File: config.mk
export PLATFORM = sky130hd
export DESIGN_NAME = pos_cell_ctrl
export DESIGN_NICKNAME = d
export VERILOG_FILES = /design/src/rtl/pos_cell_ctrl_pkg.sv /design/src/rtl/pos_rd_delay.sv /design/src/rtl/pos_cell_ctrl.sv
export SDC_FILE = /design/constraint.sdc
export NUM_CORES = 1
export LEC_CHECK = 0
export BUFFER_PORTS_ARGS = -buffer_cell sky130_fd_sc_hd__clkbuf_2
export CORE_AREA = 2 2 166 168
export DETAILED_ROUTE_END_ITERATION = 10
export DIE_AREA = 0 0 168 170
export HOLD_SLACK_MARGIN = 0.08
export PLACE_DENSITY = 0.52
export SLEW_MARGIN = 25
export SYNTH_ARGS = -nofsm -noshare
export SYNTH_HDL_FRONTEND = slang
export SYNTH_SLANG_ARGS = --single-unit
File: constraint.sdc
create_clock -name clk -period 2.91 [get_ports clk]
set_input_delay 0.582 -clock clk [delete_from_list [all_inputs] [get_ports clk]]
set_output_delay 0.582 -clock clk [all_outputs]
set_load 0.01 [all_outputs]
File: src/rtl/pos_cell_ctrl_pkg.sv
// Shared definitions for the position cell RAM controller: FSM encoding,
// RAM read latency and the particle-count saturation helper.
package pos_cell_ctrl_pkg;

    typedef enum logic [1:0] {
        S_INIT_RD   = 2'd0,
        S_INIT_WAIT = 2'd1,
        S_IDLE      = 2'd2,
        S_BURST     = 2'd3
    } cell_state_e;

    localparam int unsigned RD_LATENCY = 2;

    function automatic int unsigned sat_count(input int unsigned value, input int unsigned limit);
        return (value > limit) ? limit : value;
    endfunction

endpackage

File: src/rtl/pos_rd_delay.sv
// Delay line that realigns read-issue tags (valid/index/last) with the
// RAM output, RD_LATENCY cycles after the read was issued.
module pos_rd_delay
    import pos_cell_ctrl_pkg::*;
#(
    parameter int unsigned IDX_WIDTH = 8
) (
    input  logic                 clk,
    input  logic                 rst_n,
    input  logic                 i_valid,
    input  logic [IDX_WIDTH-1:0] i_index,
    input  logic                 i_last,
    output logic                 o_valid,
    output logic [IDX_WIDTH-1:0] o_index,
    output logic                 o_last
);

    logic [RD_LATENCY-1:0]                r_valid;
    logic [RD_LATENCY-1:0]                r_last;
    logic [RD_LATENCY-1:0][IDX_WIDTH-1:0] r_index;

    always_ff @(posedge clk or negedge rst_n) begin
        if (!rst_n) begin
            r_valid <= '0;
            r_last  <= '0;
            r_index <= '0;
        end else begin
            r_valid <= {r_valid[RD_LATENCY-2:0], i_valid};
            r_last  <= {r_last[RD_LATENCY-2:0], i_last};
            r_index <= {r_index[RD_LATENCY-2:0], i_index};
        end
    end

    assign o_valid = r_valid[RD_LATENCY-1];
    assign o_last  = r_last[RD_LATENCY-1];
    assign o_index = r_index[RD_LATENCY-1];

endmodule

File: src/rtl/pos_cell_ctrl.sv
// Position cell RAM controller: loads the particle count from address 0,
// then streams particle words 1..count on request, interleaving writes.
module pos_cell_ctrl
    import pos_cell_ctrl_pkg::*;
#(
    parameter int unsigned DATA_WIDTH   = 96,
    parameter int unsigned ADDR_WIDTH   = 8,
    parameter int unsigned PARTICLE_NUM = 220
) (
    input  logic                  clk,
    input  logic                  rst_n,
    input  logic                  burst_start,
    output logic                  busy,
    output logic                  init_done,
    output logic                  rd_valid,
    output logic [DATA_WIDTH-1:0] rd_data,
    output logic [ADDR_WIDTH-1:0] rd_index,
    output logic                  burst_done,
    input  logic                  wr_req,
    input  logic [ADDR_WIDTH-1:0] wr_addr,
    input  logic [DATA_WIDTH-1:0] wr_data,
    output logic                  wr_gnt,
    output logic [ADDR_WIDTH-1:0] particle_cnt,
    output logic [ADDR_WIDTH-1:0] mem_address,
    output logic [DATA_WIDTH-1:0] mem_data,
    output logic                  mem_rden,
    output logic                  mem_wren,
    input  logic [DATA_WIDTH-1:0] mem_q
);

    localparam int unsigned CNT_MAX = PARTICLE_NUM - 1;

    cell_state_e           r_state;
    logic                  r_init_arm;
    logic                  r_wait;
    logic                  r_init_done;
    logic                  r_busy;
    logic                  r_zero_done;
    logic                  r_prev_rd;
    logic [ADDR_WIDTH-1:0] r_addr;
    logic [ADDR_WIDTH-1:0] r_burst_len;
    logic [ADDR_WIDTH-1:0] r_particle_cnt;

    logic                  w_wr_gnt;
    logic                  w_rd_issue;
    logic                  w_burst_rd;
    logic                  w_burst_last;
    logic                  w_burst_done;
    logic                  w_dly_valid;
    logic                  w_dly_last;
    logic [ADDR_WIDTH-1:0] w_dly_index;
    logic [ADDR_WIDTH-1:0] w_wr_cnt;
    logic [ADDR_WIDTH-1:0] w_init_cnt;

    assign w_wr_cnt   = ADDR_WIDTH'(sat_count(32'(wr_data[ADDR_WIDTH-1:0]), CNT_MAX));
    assign w_init_cnt = ADDR_WIDTH'(sat_count(32'(mem_q[ADDR_WIDTH-1:0]), CNT_MAX));

    // RAM port arbitration: in BURST a pending write only wins after a read cycle
    always_comb begin
        w_wr_gnt    = 1'b0;
        w_rd_issue  = 1'b0;
        mem_address = '0;
        case (r_state)
            S_INIT_RD: w_rd_issue = r_init_arm;
            S_IDLE:    w_wr_gnt   = wr_req;
            S_BURST: begin
                w_wr_gnt   = wr_req & r_prev_rd;
                w_rd_issue = ~(wr_req & r_prev_rd);
            end
            default: ;
        endcase
        if (w_wr_gnt) begin
            mem_address = wr_addr;
        end else if (r_state == S_BURST) begin
            mem_address = r_addr;
        end
    end

    assign w_burst_rd   = w_rd_issue && (r_state == S_BURST);
    assign w_burst_last = w_burst_rd && (r_addr == r_burst_len);
    assign w_burst_done = w_dly_last | r_zero_done;

    // r_init_arm delays the count read to the first full cycle after reset release
    always_ff @(posedge clk or negedge rst_n) begin
        if (!rst_n) begin
            r_state        <= S_INIT_RD;
            r_init_arm     <= 1'b0;
            r_wait         <= 1'b0;
            r_init_done    <= 1'b0;
            r_busy         <= 1'b1;
            r_zero_done    <= 1'b0;
            r_prev_rd      <= 1'b0;
            r_addr         <= '0;
            r_burst_len    <= '0;
            r_particle_cnt <= '0;
        end else begin
            r_init_arm  <= 1'b1;
            r_zero_done <= 1'b0;
            r_prev_rd   <= w_rd_issue;
            if (w_burst_done) begin
                r_busy <= 1'b0;
            end
            if (w_wr_gnt && (wr_addr == '0)) begin
                r_particle_cnt <= w_wr_cnt;
            end
            case (r_state)
                S_INIT_RD: begin
                    if (r_init_arm) begin
                        r_state <= S_INIT_WAIT;
                        r_wait  <= 1'b0;
                    end
                end
                S_INIT_WAIT: begin
                    if (r_wait) begin
                        r_particle_cnt <= w_init_cnt;
                        r_init_done    <= 1'b1;
                        r_busy         <= 1'b0;
                        r_state        <= S_IDLE;
                    end else begin
                        r_wait <= 1'b1;
                    end
                end
                S_IDLE: begin
                    if (burst_start && !r_busy) begin
                        r_busy <= 1'b1;
                        if (r_particle_cnt == '0) begin
                            r_zero_done <= 1'b1;
                        end else begin
                            r_addr      <= ADDR_WIDTH'(1);
                            r_burst_len <= r_particle_cnt;
                            r_state     <= S_BURST;
                        end
                    end
                end
                S_BURST: begin
                    if (w_rd_issue) begin
                        r_addr <= r_addr + ADDR_WIDTH'(1);
                        if (r_addr == r_burst_len) begin
                            r_state <= S_IDLE;
                        end
                    end
                end
                default: r_state <= S_INIT_RD;
            endcase
        end
    end

    pos_rd_delay #(
        .IDX_WIDTH (ADDR_WIDTH)
    ) u_rd_delay (
        .clk     (clk),
        .rst_n   (rst_n),
        .i_valid (w_burst_rd),
        .i_index (r_addr),
        .i_last  (w_burst_last),
        .o_valid (w_dly_valid),
        .o_index (w_dly_index),
        .o_last  (w_dly_last)
    );

    assign mem_rden     = w_rd_issue;
    assign mem_wren     = w_wr_gnt;
    assign mem_data     = wr_data;
    assign wr_gnt       = w_wr_gnt;
    assign rd_valid     = w_dly_valid;
    assign rd_index     = w_dly_index;
    assign rd_data      = mem_q;
    assign burst_done   = w_burst_done;
    assign busy         = r_busy;
    assign init_done    = r_init_done;
    assign particle_cnt = r_particle_cnt;

endmodule
==> results.md, run 1 <==
* Area taken by flip-flops and latches at 0.00130 mm^2
* GRT Util Overall at 7.48%
* Worst Path Required at 2.33 ns
* Most frequent cell after synthesis: buf_4
* Post-layout minimum cycle time at approximately 2.6 ns
* Nets at around 500
* Main synth FF type: dfrtp_1
* Antenna Cells at 0
* Initial core utilization at ~15%
* H-tree depth at 2
* R2r setup slk at ~0.80 ns
* Synth Area in Adders at 1.92%
* Critical path launch point: r_state[0]$_DFFE_PN0P_
* Syn avg cell area at between 9 and 10 um^2
* Compound-Gate Fraction of Synth Area at about a tenth
* Synth top area share at 38.9%
* Iter 0 DRT Violations at 99
* Std-Cell Rows at 60
* Largest fanout on the critical path at 7
* Clock skew at 0.00771 ns
* Largest family of logic cells by synthesized area: buffers and inverters
* Hold_buf cts at 0
* Crit Reg-Reg Startpoint: r_state[0]$_DFFE_PN0P_
* Synth top area cells: buf_4 (39%), dfrtp_1 (33%), mux2_2 (2.3%)
* CP endpoint kind: primary output
* CTS sink count at 52
* Post-synth top cells: buf_4 (202), dfrtp_1 (51), nor2_1 (16)
* Clock Latency Late Sink at 0.29 ns
* Rel. slew slack at 62.8%
* Register bit total from synthesis at 52
* Cell Area, Synth at between 0.003 and 0.004 mm^2
* Total grt overflow at 0
* DRT antenna net count at 0
* Num CTS Buffers at 5
* Die area at roughly 0.029 mm^2
* Area grow syn2layout at -14.3%
* RD Place Congestion at about 0.7
* Synth Area in XOR/XNOR at 2.92%
* Via count at 2132
* Die width at approximately 170 um
* Die Span Y at 170 um
* Syn_nets at just over 600
* Cts repair resizes at 0
* Worst EP arrival at 2.02 ns
* DRC viols at 0
* First-pass GRT wire length at roughly 15000 um
* Post-synthesis simple-gate area fraction at 7.19%
* RR Endpoint: r_addr[6]$_DFFE_PN0P_
* Hold crit path type: in -> async
* Critical Path End: mem_address[7]
* Worst setup path class: reg -> out
* Footprint of the multi-input gates at 0.00101 mm^2
* Vias in the first global route at 2180
* Final setup vio count at 0
* Post-synthesis cell count at 406
* Core area at approximately 0.027 mm^2
* IO Pins at 427
* Slew Limit Fails at 0
* RSZ-0062 raised after global routing: false
* Setup TNS at 0 ns
* Clk root buf: clkbuf_16
* Reg clk slew, reported paths at ~0.070 ns
* Worst-margin pin slew at 0.558 ns
* Maxcap violations at 0
* Status: complete, no violations
* Worst VDD drop at ~0.23 mV
* Ys Warns at 0
* Yosys top cell by area: buf_4
* PD cells at 779 mW/mm^2
* Number of synthesized flops with an enable pin at 0
* Largest net degree at the start of global routing at 36
* # port buffers at 74
* R2R cell count at 6
* Crit share post-route at about nine tenths
* Initial antenna violation count at 0
* Vias/cell at 3.40
* Achievable Freq at 384 MHz
* Lkg Pwr at roughly 1.5 nW
* Hold Violations, Final at 0
* CTS tree: done
* Power Total at 2.61 mW
* Post-DP HPWL at between 9000 and 10000 um
* Seq/Total Area, Yosys at 33.4%
* Share of layout cells above drive strength 1 at 38.5%
* Startpoint Class: register
* Distinct cell type count after synthesis at 44
* Multiplexer area fraction after synthesis at between 3 and 4%
* Clk buf depth at 2
* Routed WL per cell at around 18 um
* Fillers at 3017
* Asr flop ratio synth at 100%
* WL final at around 11000 um
* Detailed-router iteration count before antenna repair at 4
* Postcts setup bufs at 0
cell usage in the layout (no fill, tap or decap), types with 2 or more instances in the layout:
cell type	n
nand2b_1	2
clkbuf_16	5
dfrtp_1	51
nand3_1	3
mux2_2	8
clkinvlp_4	2
xnor2_1	5
a221o_1	2
ha_1	6
a31o_2	2
o21ai_0	3
nand2_1	15
a2bb2oi_1	2
nor2b_1	2
mux2i_1	5
nor2_1	16
nor4_2	2
a221oi_2	5
o22ai_1	4
a21oi_1	13
xor2_1	8
buf_4	5
a31oi_1	3
clkbuf_2	74
a22o_1	7
inv_1	11
nor4_1	4
and3_1	4
routing by layer:
layer / wire (um) / share of wire [%] / GRT usage, % / vias up
met3: 2340 / 21 / 6.53 / 57
met2: 4770 / 43 / 11.2 / 218
met5: 0 / 0 / 0 / -
met1: 3480 / 31 / 6.86 / 959
li1: - / - / - / 898
met4: 595 / 5.3 / 4.54 / 0
through the flow:
| stage | hold slack (ns) | instances | cell area (um^2) | setup WS, ns | utilization, % |
|---|---|---|---|---|---|
| 6_report | 0.232 | 627 | 3340 | 0.304 | 12.5 |
| 5_1_grt | 0.266 | 627 | 3340 | 0.101 | 12.5 |
| 4_1_cts | 0.244 | 627 | 3340 | 0.273 | 12.5 |
| 3_5_place_dp | 0.335 | 619 | 3190 | 0.541 | 12.0 |
| 3_3_place_gp | 0.333 | 619 | 3190 | 0.497 | 12.0 |
| 2_1_floorplan | 0.286 | 406 | 3900 | 0.882 | - |
cell type report:
class / count / share of cell area, %
Sequential cell: 52 / 39.0
Multi-Input combinational cell: 135 / 30.1
Tap cell: 341 / 12.8
Timing Repair Buffer: 79 / 12.2
Clock buffer: 6 / 4.15
Inverter: 12 / 1.35
Clock inverter: 2 / 0.449
flip-flops by register name (all words and copies together) (netlist names):
signal,flops
init_done,1
r_addr,8
u_rd_delay.r_valid,2
particle_cnt,8
u_rd_delay.r_last,2
busy,1
r_prev_rd,1
r_state,2
r_zero_done,1
r_init_arm,1
u_rd_delay.o_index,8
u_rd_delay.r_index,8
r_wait,1
r_burst_len,8
cell families (layout without fill, tap and decap cells):
group	after synthesis	count (layout)
other	1	1
multiplexers	13	13
AO/OA/AOI/OAI	48	48
AND/OR/NAND/NOR	54	54
adder cells (fa/ha/maj)	6	6
flip-flops	52	52
buffers and inverters	219	99
XOR/XNOR	13	13
power breakdown:
group | internal, mW | switching, mW
clock network | 0.342 | 0.266
logic | 0.378 | 0.521
registers | 0.916 | 0.180
total | 1.64 | 0.968
worst min-delay path by stage:
| stage | endpoint | slack, ns | cells after the start |
|---|---|---|---|
| 6_report | r_init_arm$_DFF_PN0_ | 0.23 | 1 |
| 5_1_grt | r_prev_rd$_DFF_PN0_ | 0.27 | 1 |
| 4_1_cts | r_init_arm$_DFF_PN0_ | 0.24 | 1 |
| 3_5_place_dp | u_rd_delay.o_index[7]$_DFF_PN0_ | 0.33 | 0 |
| 3_3_place_gp | u_rd_delay.o_index[2]$_DFF_PN0_ | 0.33 | 0 |
| 2_1_floorplan | init_done$_DFFE_PN0P_ | 0.29 | 0 |
worst max-delay path, cell delays in order, from the launching register on:
cell,delay [ns]
dfrtp_1,0.39
ha_1,0.30
a21oi_1,0.11
nor2b_1,0.40
buf_4,0.24
a22o_1,0.15
clkbuf_2,0.13
Note: power is estimated with default switching activity, not from simulation.
==> run 2, diff against run 1 <==
CAP_MARGIN = 20   (was default)
clock period = 2.5 ns   (was 2.91 ns; I/O delays follow)
==> run 2 against run 1 <==
  * Global-route usage about the same
  * Wire length down 0.23%
  * Largest power group unchanged
  * Worst setup slack worse by 0.11 ns
  * Critical endpoint unchanged
  * Final area up 1.4%
  * Via count down 0.75%
==> results.md, run 2 (synthesis gave the netlist of run 1 again) <==
* Power Internal at 1.95 mW (+19%)
* PD cells at 904 mW/mm^2 (+16%)
* Power Total at 3.07 mW (+18%)
* IO Pins at 427 (unchanged)
* Area grow syn2layout at -13.1%
* Switching Power at 1.11 mW (+15%)
* Lkg Pwr at 1.56 nW (+2.4%)
* Total grt overflow at 0 (unchanged)
* Clk buf depth at 2 (unchanged)
* Crit share post-route at 92.4%
* First-pass GRT wire length at 15400 um (-0.31%)
* DRT antenna net count at 0 (unchanged)
* RD Place Congestion at 0.745 (+3.7%)
* Vias in the first global route at 2210 (+1.4%)
* Via count at 2116 (-0.75%)
* Largest fanout on the critical path at 4 (-3)
* Logic gate share of total power at 37.1% (+2.6 points)
* Die Span Y at 170 um (unchanged)
* Routed WL per cell at 17.6 um (-1.3%)
* Nets at 502 (+1.4%)
* Hold Violations, Final at 0 (unchanged)
* Final setup vio count at 0 (unchanged)
* Status: complete, no violations
* Clock power share at 22.1% (-1.3 points)
* Iter 0 DRT Violations at 87 (-12%)
* Hold crit path type: in -> async
* Post-Place Cells at 626 (+1.1%)
* Crit path max-delay cell type: dfrtp_1
* Die width at 168 um (unchanged)
* Num CTS Buffers at 5 (unchanged)
* Reg clk slew, reported paths at 0.06 ns (about the same)
* Initial antenna violation count at 0 (unchanged)
* Die area at 0.0286 mm^2 (unchanged)
* Antenna Cells at 0 (unchanged)
* Share of layout cells above drive strength 1 at 39.6% (+1.1 points)
* Setup TNS at 0 ns (unchanged)
* Clk root buf: clkbuf_16
* Worst-margin pin slew at 0.677 ns (+0.119 ns)
* DRC viols at 0 (unchanged)
* Slew Limit Fails at 0 (unchanged)
* Detailed-router iteration count before antenna repair at 4 (unchanged)
* Worst Path Required at 2.00 ns (-0.33 ns)
* Fillers at 3028 (+0.36%)
* Most common cell after layout, fill and taps aside: clkbuf_2
* H-tree depth at 2 (unchanged)
* Core area at 0.0267 mm^2 (unchanged)
* Worst EP arrival at 1.81 ns (-0.21 ns)
* Vias/cell at 3.34 (-1.8%)
* Clock skew at 0.00409 ns (-0.00363 ns)
* CP endpoint kind: primary output
* Clock Latency Late Sink at 0.29 ns (about the same)
* Post-route insts no fill at 634 (+1.1%)
* Hold_buf cts at 0 (unchanged)
* R2R cell count at 6 (unchanged)
* Largest net degree at the start of global routing at 28 (-22%)
* Post-DP HPWL at 9210 um (+0.37%)
* Seq pwr share at 40.8% (-1.3 points)
* Max incr delay on CP at 0.40 ns (about the same)
* Worst setup path class: reg -> out
* Startpoint Class: register
* CTS tree: done
* WL final at 11200 um (-0.23%)
* Rel. slew slack at 54.9% (-7.9 points)
* Post-layout minimum cycle time at 2.31 ns
* Switching share of total power at 36.3% (-0.87 points)
* Initial core utilization at 14.6% (unchanged)
* Std-Cell Rows at 60 (unchanged)
* Cts repair resizes at 0 (unchanged)
* Postcts setup bufs at 0 (unchanged)
* GRT Util Overall at 7.47% (about the same)
* RSZ-0062 raised after global routing: false
* Achievable Freq at around 430 MHz
* Worst VDD drop at 0.314 mV (+38%)
* Maxcap violations at 0 (unchanged)
* Most frequent cells in the layout: clkbuf_2 (74), dfrtp_1 (51), nor2_1 (16)
* # port buffers at 74 (unchanged)
* CTS sink count at 52 (unchanged)
* CP Cell Sequence: inv_1, ha_1, o21a_1, nor2_1, buf_4, a22o_1, clkbuf_2
[run 2: changes by cell type in the layout (fill, tap and decap cells not counted)]
cell        previous run  this run
ha_1                   6         5
clkinvlp_4             2         0
ha_2                   0         1
clkbuf_1               0         2
buf_4                  5        12
[run 2: metrics by stage]
stage / instance area, um^2 / hold WS [ns] / worst slack (ns) / util [%]
floorplan: 3900 / 0.204 / 0.554 / -
global placement: 3240 / 0.334 / 0.384 / 12.2
detailed placement: 3240 / 0.335 / 0.384 / 12.2
CTS: 3390 / 0.271 / 0.111 / 12.7
global route: 3390 / 0.299 / 0.00375 / 12.7
finish: 3390 / 0.240 / 0.190 / 12.7
[run 2: area by class of cell]
cell class                      count  area [um^2]  share of cell area, %
Timing Repair Buffer               86          460                   13.6
Sequential cell                    52         1300                   38.4
Clock buffer                        8          146                   4.32
Inverter                           12         45.0                   1.33
Tap cell                          341          427                   12.6
Multi-Input combinational cell    135         1010                   29.8
[run 2: routing by layer]
metal  wire length (um)  part of all wire, %  vias to the layer above  global-route usage, %
li1                   -                    -                      913                      -
met1               3380                   30                      932                   6.64
met2               4890                   44                      210                   11.4
met3               2320                   21                       61                   6.58
met4                575                  5.2                        0                   4.54
met5                  0                    0                        -                      0
[run 2: worst max-delay path: cells and delay by family (launching register included)]
kind	cells	cell delay, ns
buffers and inverters	3	0.39
AND/OR/NAND/NOR	1	0.18
AO/OA/AOI/OAI	2	0.32
flip-flops	1	0.40
adder cells (fa/ha/maj)	1	0.23
[run 2: worst paths after layout]
check / startpoint / end / slack [ns]
worst min-delay path: rst_n / r_state[1]$_DFFE_PN0P_ / 0.24
worst max register to register: r_state[0]$_DFFE_PN0P_ / r_addr[6]$_DFFE_PN0P_ / 0.42
max in group asynchronous: rst_n / u_rd_delay.r_index[6]$_DFF_PN0_ / 1.58
min in group clk: u_rd_delay.r_index[3]$_DFF_PN0_ / u_rd_delay.o_index[3]$_DFF_PN0_ / 0.35
worst max-delay path: r_state[0]$_DFFE_PN0P_ / mem_address[7] / 0.19
worst min register to register: u_rd_delay.r_index[3]$_DFF_PN0_ / u_rd_delay.o_index[3]$_DFF_PN0_ / 0.35
[run 2: power by group through the flow]
stage	clock network [mW]	registers [mW]	logic [mW]
2_1_floorplan	0	1.20	1.09
3_3_place_gp	0	1.27	1.14
3_5_place_dp	0	1.27	1.15
4_1_cts	0.700	1.26	1.16
5_1_grt	0.740	1.28	1.27
6_report	0.677	1.25	1.14
